## src/rtl/div_seq_param.sv

```systemverilog
// div_seq_param: parametrised multi-cycle restoring divider (DIV/REM unit beside the ALU).
// WIDTH-bit signed/unsigned division with valid/ready handshakes on both sides,
// plus divide-by-zero and signed-overflow flags.
// Optional feature: define DIV_ABORT_EN to add an 'abort' input that cancels a
// job in progress.
module div_seq_param #(
    parameter int WIDTH = 16
) (
    input  logic             clk,
    input  logic             reset,
    input  logic             in_valid,
    output logic             in_ready,
    input  logic             signed_mode,
    input  logic [WIDTH-1:0] dividend,
    input  logic [WIDTH-1:0] divisor,
    output logic             out_valid,
    input  logic             out_ready,
    output logic [WIDTH-1:0] quotient,
    output logic [WIDTH-1:0] remainder,
    output logic             div_by_zero,
    output logic             overflow
`ifdef DIV_ABORT_EN
    ,
    input  logic             abort
`endif
);

    localparam logic [1:0] IDLE = 2'd0;
    localparam logic [1:0] CALC = 2'd1;
    localparam logic [1:0] FIX  = 2'd2;
    localparam logic [1:0] DONE = 2'd3;

    localparam int              CW      = $clog2(WIDTH + 1);
    localparam logic [CW-1:0]   LAST    = CW'(WIDTH - 1);
    localparam logic [WIDTH-1:0] MIN_VAL = {1'b1, {(WIDTH-1){1'b0}}};
    localparam logic [WIDTH-1:0] ONE     = {{(WIDTH-1){1'b0}}, 1'b1};

    logic [1:0]       state;
    logic [1:0]       state_next;

    // Working registers: 'work' starts as |dividend| and shifts quotient bits in
    // from the right; part_rem is the restoring partial remainder.
    logic [WIDTH-1:0] work;
    logic [WIDTH:0]   part_rem;
    logic [WIDTH-1:0] divs;
    logic [CW-1:0]    count;
    logic             sign_q;
    logic             sign_r;
    logic             dbz_pend;
    logic             ovf_pend;

    logic             abort_req;
    logic             accept;
    logic             dvd_neg;
    logic             dvs_neg;
    logic [WIDTH-1:0] dvd_abs;
    logic [WIDTH-1:0] dvs_abs;
    logic             divisor_zero;
    logic             is_ovf;
    logic [WIDTH+1:0] diff;
    logic             step_ok;

    function automatic logic [WIDTH-1:0] negate(input logic [WIDTH-1:0] v);
        return ~v + ONE;
    endfunction

`ifdef DIV_ABORT_EN
    assign abort_req = abort;
`else
    assign abort_req = 1'b0;
`endif

    assign in_ready = (state == IDLE);
    assign accept   = in_valid && in_ready;

    // Operand conditioning at accept: magnitudes, result signs and special cases
    always_comb begin
        dvd_neg      = signed_mode && dividend[WIDTH-1];
        dvs_neg      = signed_mode && divisor[WIDTH-1];
        dvd_abs      = dvd_neg ? negate(dividend) : dividend;
        dvs_abs      = dvs_neg ? negate(divisor) : divisor;
        divisor_zero = (divisor == '0);
        is_ovf       = signed_mode && (dividend == MIN_VAL) && (divisor == '1);
    end

    // One restoring step: shift in the next dividend bit and trial-subtract;
    // the extra top bit of diff is the borrow that decides whether to restore
    always_comb begin
        diff    = {part_rem, work[WIDTH-1]} - {2'b00, divs};
        step_ok = !diff[WIDTH+1];
    end

    // Next-state logic; abort only has an effect while a job is in flight
    always_comb begin
        state_next = state;
        case (state)
            IDLE: begin
                if (accept) begin
                    state_next = divisor_zero ? FIX : CALC;
                end
            end
            CALC: begin
                if (abort_req) begin
                    state_next = IDLE;
                end else if (count == LAST) begin
                    state_next = FIX;
                end
            end
            FIX: begin
                state_next = abort_req ? IDLE : DONE;
            end
            DONE: begin
                if (out_ready) begin
                    state_next = IDLE;
                end
            end
            default: state_next = IDLE;
        endcase
    end

    // State register
    always_ff @(posedge clk or posedge reset) begin
        if (reset) begin
            state <= IDLE;
        end else begin
            state <= state_next;
        end
    end

    // Datapath: latch conditioned operands at accept, then iterate MSB first
    always_ff @(posedge clk or posedge reset) begin
        if (reset) begin
            work     <= '0;
            part_rem <= '0;
            divs     <= '0;
            count    <= '0;
            sign_q   <= 1'b0;
            sign_r   <= 1'b0;
            dbz_pend <= 1'b0;
            ovf_pend <= 1'b0;
        end else begin
            if (accept) begin
                work     <= divisor_zero ? dividend : dvd_abs;
                part_rem <= '0;
                divs     <= dvs_abs;
                count    <= '0;
                sign_q   <= dvd_neg ^ dvs_neg;
                sign_r   <= dvd_neg;
                dbz_pend <= divisor_zero;
                ovf_pend <= is_ovf;
            end else if (state == CALC) begin
                part_rem <= step_ok ? diff[WIDTH:0] : {part_rem[WIDTH-1:0], work[WIDTH-1]};
                work     <= {work[WIDTH-2:0], step_ok};
                count    <= (count == LAST) ? '0 : count + CW'(1);
            end
        end
    end

    // Result registers: sign fix-up in FIX, held in DONE, flags cleared on accept
    always_ff @(posedge clk or posedge reset) begin
        if (reset) begin
            out_valid   <= 1'b0;
            quotient    <= '0;
            remainder   <= '0;
            div_by_zero <= 1'b0;
            overflow    <= 1'b0;
        end else begin
            if (accept) begin
                div_by_zero <= 1'b0;
                overflow    <= 1'b0;
            end else if (state == FIX && !abort_req) begin
                out_valid <= 1'b1;
                if (dbz_pend) begin
                    quotient    <= '1;
                    remainder   <= work;
                    div_by_zero <= 1'b1;
                    overflow    <= 1'b0;
                end else begin
                    quotient    <= sign_q ? negate(work) : work;
                    remainder   <= sign_r ? negate(part_rem[WIDTH-1:0]) : part_rem[WIDTH-1:0];
                    div_by_zero <= 1'b0;
                    overflow    <= ovf_pend;
                end
            end else if (state == DONE && out_ready) begin
                out_valid <= 1'b0;
            end
        end
    end

endmodule

```

## config.mk

```make
export PLATFORM = sky130hd
export DESIGN_NAME = div_seq_param
export DESIGN_NICKNAME = d
export VERILOG_FILES = /design/src/rtl/div_seq_param.sv
export SDC_FILE = /design/constraint.sdc
export NUM_CORES = 1
export LEC_CHECK = 0
export ABC_CLOCK_PERIOD_IN_PS = 3200
export CAP_MARGIN = 20
export CORE_MARGIN = 2
export CORE_UTILIZATION = 40
export CTS_CLUSTER_SIZE = 24
export DETAILED_ROUTE_END_ITERATION = 12
export MAX_ROUTING_LAYER = met4
export PLACE_DENSITY_LB_ADDON = 0.3
export SLEW_MARGIN = 20
export SYNTH_ARGS = -nofsm -noshare
export SYNTH_HDL_FRONTEND = slang
export SYNTH_SLANG_ARGS = --single-unit
```

## constraint.sdc

```tcl
create_clock -name clk -period 3.2 [get_ports clk]
set_input_delay 0.48 -clock clk [delete_from_list [all_inputs] [get_ports clk]]
set_output_delay 0.48 -clock clk [all_outputs]
set_load 0.01 [all_outputs]
```

==> impl_metrics.tcl, run 1 <==
set metrics [dict create \
    hold_path.class "reg -> reg" \
    holdBufCountCts 0 \
    cts.reportedPaths.clkPinSlew_ns 0.07 \
    async_flop_share_pct 100 \
    post_cts_resized 0 \
    crit_fanout 4 \
    track_usage_pct 21.0 \
    first_iter_violations 480 \
    antenna_found_initial 0 \
    power.density_nw_per_um2 1110 \
    cp.required_ns 3.42 \
    synth_fp_nets 804 \
    hold_viol 0 \
    clock_path_buffers 2 \
    nets 872 \
    num_rows 45 \
    first_pass_iters 5 \
    crit_path_start_kind "register" \
    rsz0062_at_grt "false" \
    skew_ns 0.0107 \
    mostFrequentLayoutCell "dfrtp_1" \
    power_leakage_nw 3.16 \
    fin_crit_sh_pct 90.1 \
    ctsHtreeMaxLevel 3 \
    drive_above_1_share_pct 7.75 \
    r2r_setup_slack_ns 0.32 \
    peakVddDrop_mv 0.411 \
    clock_sinks 95 \
    grt_pass1_wl_microns 26900 \
    netlist_area_sq_um 6320 \
    yosysUniqueCellTypes 58 \
    die_y_microns 130 \
    post-dp-hpwl_microns 11900 \
    synth_edf_count 0 \
    synth_top_family_by_area "compound AO/OA/AOI/OAI gates" \
    place.gp.congestion 0.899 \
    maxCapViolCount 0 \
    r2r-start "work[15]" \
    ys_warn_count 0 \
    drc 0 \
    core_sq_um 15300 \
    yosysTopAreaCell "dfrtp_1" \
    syn_inst 740 \
    setup_viol 0 \
    cts-buffers-inserted 9 \
    final_cell_mix "dfrtp_1, nand2_1, clkdlybuf4s50_1" \
    ioPinCount 73 \
    initial_core_util_pct 41.2 \
    vias_per_cell 5.41 \
    critPathCaptureType "register" \
    period_minus_slack_ns 2.88 \
    hold_start "divs[11]" \
    syn_area_per_cell_sq_um 8.54 \
    grt_pass1_vias 5219 \
    clk_latency_ns 0.36 \
    dr_total_vias 5539 \
    synthTopCellsByArea "dfrtp_1, xnor2_1, o21ai_0, ha_1, nand2_1" \
    die_x_microns 130 \
    slew_viol_final 0 \
    synthMuxAreaShare_pct 3.05 \
    yosys.area_share.adder_pct 5.47 \
    critical_path_class "reg -> reg" \
    grt_max_degree 63 \
    post_cts_buffers 0 \
    die-area_sq_um 16800 \
    grt_overflow 0 \
    final_cell_area_sq_um 7690 \
    synth-compound-area-share_pct 20.6 \
    area_delta_synth_final_pct 21.8 \
    tightest_slew_ns 0.916 \
    synth_seq_cells 95 \
    cts_tree "built" \
    synth.top_cell.area_share_pct 37.6 \
    synth-simple-area-share_pct 18.9 \
    synth-main-ff-cell "dfrtp_1" \
    power.total_mw 8.50 \
    postRouteAntennaNets 0 \
    setup_tns_ns 0 \
    dpl_cell_area_sq_um 7360 \
    wirelength_microns 16100 \
    seq_area_frac_synth_pct 37.6 \
    crit_start "work[15]" \
    diodes 0 \
    status "finished, final reports clean" \
    crit_arrival_ns 3.10 \
    clock.fmax_mhz 347 \
    cts_root_buf "clkbuf_16" \
    avgRoutedWirePerCell_microns 15.7 \
    slew_headroom_pct 39.0 \
    port_buffers 72 \
    synth_xor_area_share_pct 9.29 \
]
worst paths after layout:
kind	end	cells after the start
hold reg to reg	divs[11]	2
setup / recovery	part_rem[12]	11
hold / removal	divs[11]	2
setup reg to reg	part_rem[12]	11
min in group asynchronous	part_rem[7]	2
max in group asynchronous	overflow	3
per-layer routing:
layer	global-route usage (%)	part of all wire [%]
met5	-	0
met4	7.46	3.1
met3	4.21	4.9
met2	29.2	43
met1	30.1	49
cell type report:
cell class                      count  area [sq um]
Tap cell                          211           264
Sequential cell                    95          2380
Fill cell                        1510          7620
Clock inverter                      4          76.3
Timing Repair Buffer               97           933
Multi-Input combinational cell    563          3620
Inverter                           42           160
Clock buffer                       12           256
state kept, by name (all words and copies together), names as in the netlist, 2 cells and up:
| name | cells |
|---|---|
| work | 16 |
| divs | 16 |
| quotient | 16 |
| remainder | 16 |
| count | 5 |
| state | 2 |
| part_rem | 17 |
synth_stat cells (11+ instances only):
library cell   n
o31ai_1       11
o21ai_0       66
ha_1          26
xor2_1        21
clkbuf_1      34
nor3_1        16
nand2_1       84
a21oi_1       43
inv_1         42
nor2b_1       19
a211oi_1      14
a31oi_1       20
nand3_1       12
dfrtp_1       95
nor2_1        52
xnor2_1       46
critical path: stages, from the launching register on:
cell       delay (ns)
dfrtp_1          0.41
inv_1            0.11
ha_1             0.19
inv_1            0.06
fa_1             0.40
a21o_1           0.20
a311oi_1         0.42
or3b_2           0.23
nor2b_1          0.16
nor3b_1          0.06
a2111oi_0        0.40
nor3_1           0.11
power by group:
part | internal, mW | switching (mW) | total [mW]
registers | 1.75 | 0.556 | 2.31
clock network | 0.731 | 0.472 | 1.20
logic | 2.31 | 2.68 | 4.99
metrics by stage:
| step | std cells | util [%] | setup WS, ns | hold WS (ns) |
|---|---|---|---|---|
| global placement | 1008 | 48.1 | 0.309 | 0.462 |
| floorplan | 740 | - | 0.243 | 0.449 |
| CTS | 1024 | 50.2 | 0.327 | 0.485 |
| global route | 1024 | 50.2 | 0.110 | 0.513 |
| detailed placement | 1008 | 48.1 | 0.232 | 0.470 |
| finish | 1024 | 50.2 | 0.317 | 0.478 |
kinds of logic after synthesis:
family,after synthesis
simple gates,243
compound gates,208
flops,95
buf+inv,82
xor+xnor,67
fa+ha+maj,27
mux,18
Power figures use the tool's default switching activity.
==> inputs of run 2 (changes only) <==
ABC_CLOCK_PERIOD_IN_PS = unset   (was 3200)
CAP_MARGIN = 40   (was 20)
==> run 2 against run 1 <==
Net effect:
- worst setup slack got worse by 0.021 ns
- cell area fell by 0.36%
- register-to-register slack got worse by 0.02 ns
- clock skew fell by 0.0026 ns
- sequential share of layout area rose by 0.11 points
- via count barely moved
- clock-buffer cell count did not move
- utilization fell by 0.18 points
- combinational power barely moved
- largest cell class unchanged
- largest power group unchanged
==> impl_metrics.tcl, run 2 (synthesis results as in run 1) <==
set metrics [dict create \
    diodes 0 \
    cp.required_ns 3.43 \
    ioPinCount 73 \
    num_rows 45 \
    busiest_layer "met1" \
    die_x_microns 130 \
    period_minus_slack_ns 2.90 \
    fill_cells 1479 \
    grt_pass1_wl_microns 26800 \
    rsz0062_at_grt "false" \
    crit_arrival_ns 3.14 \
    layout.cells.non_filler 1024 \
    dp.cells 1009 \
    hold_depth 2 \
    fin_crit_sh_pct 90.7 \
    initial_core_util_pct 41.2 \
    setup_tns_ns 0 \
    multiInputGateArea_sq_um 3620 \
    critPathCaptureType "register" \
    clock_sinks 95 \
    cts-buffers-inserted 9 \
    post-dp-hpwl_microns 11900 \
    post_cts_resized 0 \
    hold_path_end "divs[1]" \
    grtUsageMet2_pct 29.1 \
    r2r_setup_slack_ns 0.30 \
    slew_headroom_pct 53.3 \
    vias_per_cell 5.41 \
    cts.reportedPaths.clkPinSlew_ns 0.07 \
    tightest_slew_ns 0.701 \
    post_cts_buffers 0 \
    postRouteAntennaNets 0 \
    peakVddDrop_mv 0.437 \
    track_usage_pct 20.8 \
    fin_util_pct 50.0 \
    ctsHtreeMaxLevel 3 \
    clk_latency_ns 0.35 \
    slew_viol_final 0 \
    power.total_mw 8.38 \
    holdBufCountCts 0 \
    cts_tree "built" \
    final-seq-area_sq_um 2380 \
    first_pass_iters 5 \
    clock.fmax_mhz 344 \
    area_delta_synth_final_pct 21.4 \
    die_y_microns 130 \
    final_cell_mix "dfrtp_1, nand2_1, clkdlybuf4s50_1" \
    skew_ns 0.00815 \
    cts_root_buf "clkbuf_16" \
    use_met3_pct 4.50 \
    port_buffers 72 \
    hold_path.class "reg -> reg" \
    reg2reg_to "part_rem[2]" \
    wirelength_microns 16000 \
    crit_fanout 11 \
    whs_ns 0.477 \
    clock_path_buffers 2 \
    hold_viol 0 \
    core_sq_um 15300 \
    reg2regPathDepth 8 \
    grt_max_degree 63 \
    status "finished, final reports clean" \
    hold_start "divs[1]" \
    dr_total_vias 5535 \
    place.gp.congestion 0.899 \
    crit_path_start_kind "register" \
    power_leakage_nw 3.15 \
    r2r-start "part_rem[9]" \
    grt_overflow 0 \
    first_iter_violations 449 \
    drive_above_1_share_pct 7.63 \
    antenna_found_initial 0 \
    use_met1_pct 30.0 \
    die-area_sq_um 16800 \
    avgRoutedWirePerCell_microns 15.7 \
    mostFrequentLayoutCell "dfrtp_1" \
    nets 873 \
    critical_path_class "reg -> reg" \
    power.density_nw_per_um2 1090 \
    largest_reg_flops 17 \
    drc 0 \
    setup_viol 0 \
    grt_pass1_vias 5243 \
    largest_register "part_rem" \
    maxCapViolCount 0 \
]
[run 2: stage by stage]
stage,cell area [sq um],setup WS [ns]
floorplan,6320,0.243
global placement,7360,0.309
detailed placement,7370,0.218
CTS,7660,0.309
global route,7660,0.127
finish,7660,0.297
[run 2: worst max-delay path: stages (launching register included)]
cell	delay (ns)
dfrtp_1	0.39
ha_1	0.38
a21oi_1	0.27
o211ai_1	0.13
a21boi_0	0.40
nor2_1	0.13
or3_1	0.50
buf_4	0.23
o311ai_0	0.35
[run 2: area by class of cell]
type | instances | share of cell area, %
Multi-Input combinational cell | 563 | 47.3
Sequential cell | 95 | 31.0
Timing Repair Buffer | 98 | 12.4
Tap cell | 211 | 3.44
Clock buffer | 12 | 3.22
Inverter | 42 | 2.09
Clock inverter | 3 | 0.571
[run 2: how the worst max path moves through the flow]
stage	startpoint	depth (start not counted)	slack [ns]	endpoint
finish	part_rem[9]	8	0.30	part_rem[2]
global route	work[15]	11	0.13	part_rem[12]
CTS	part_rem[5]	8	0.31	part_rem[2]
detailed placement	divisor[9]	8	0.22	work[10]
global placement	divisor[9]	8	0.31	work[13]
floorplan	reset	1	0.24	count[0]
[run 2: report_power, final]
part,total [mW],switching (mW),internal [mW]
sequential,2.31,0.555,1.75
combinational,4.99,2.69,2.31
clock,1.07,0.451,0.623
[run 2: layer usage]
metal,up-vias,routed length (microns)
li1,2767,-
met1,2570,8150
met2,172,6720
met3,26,761
met4,0,410
met5,-,0
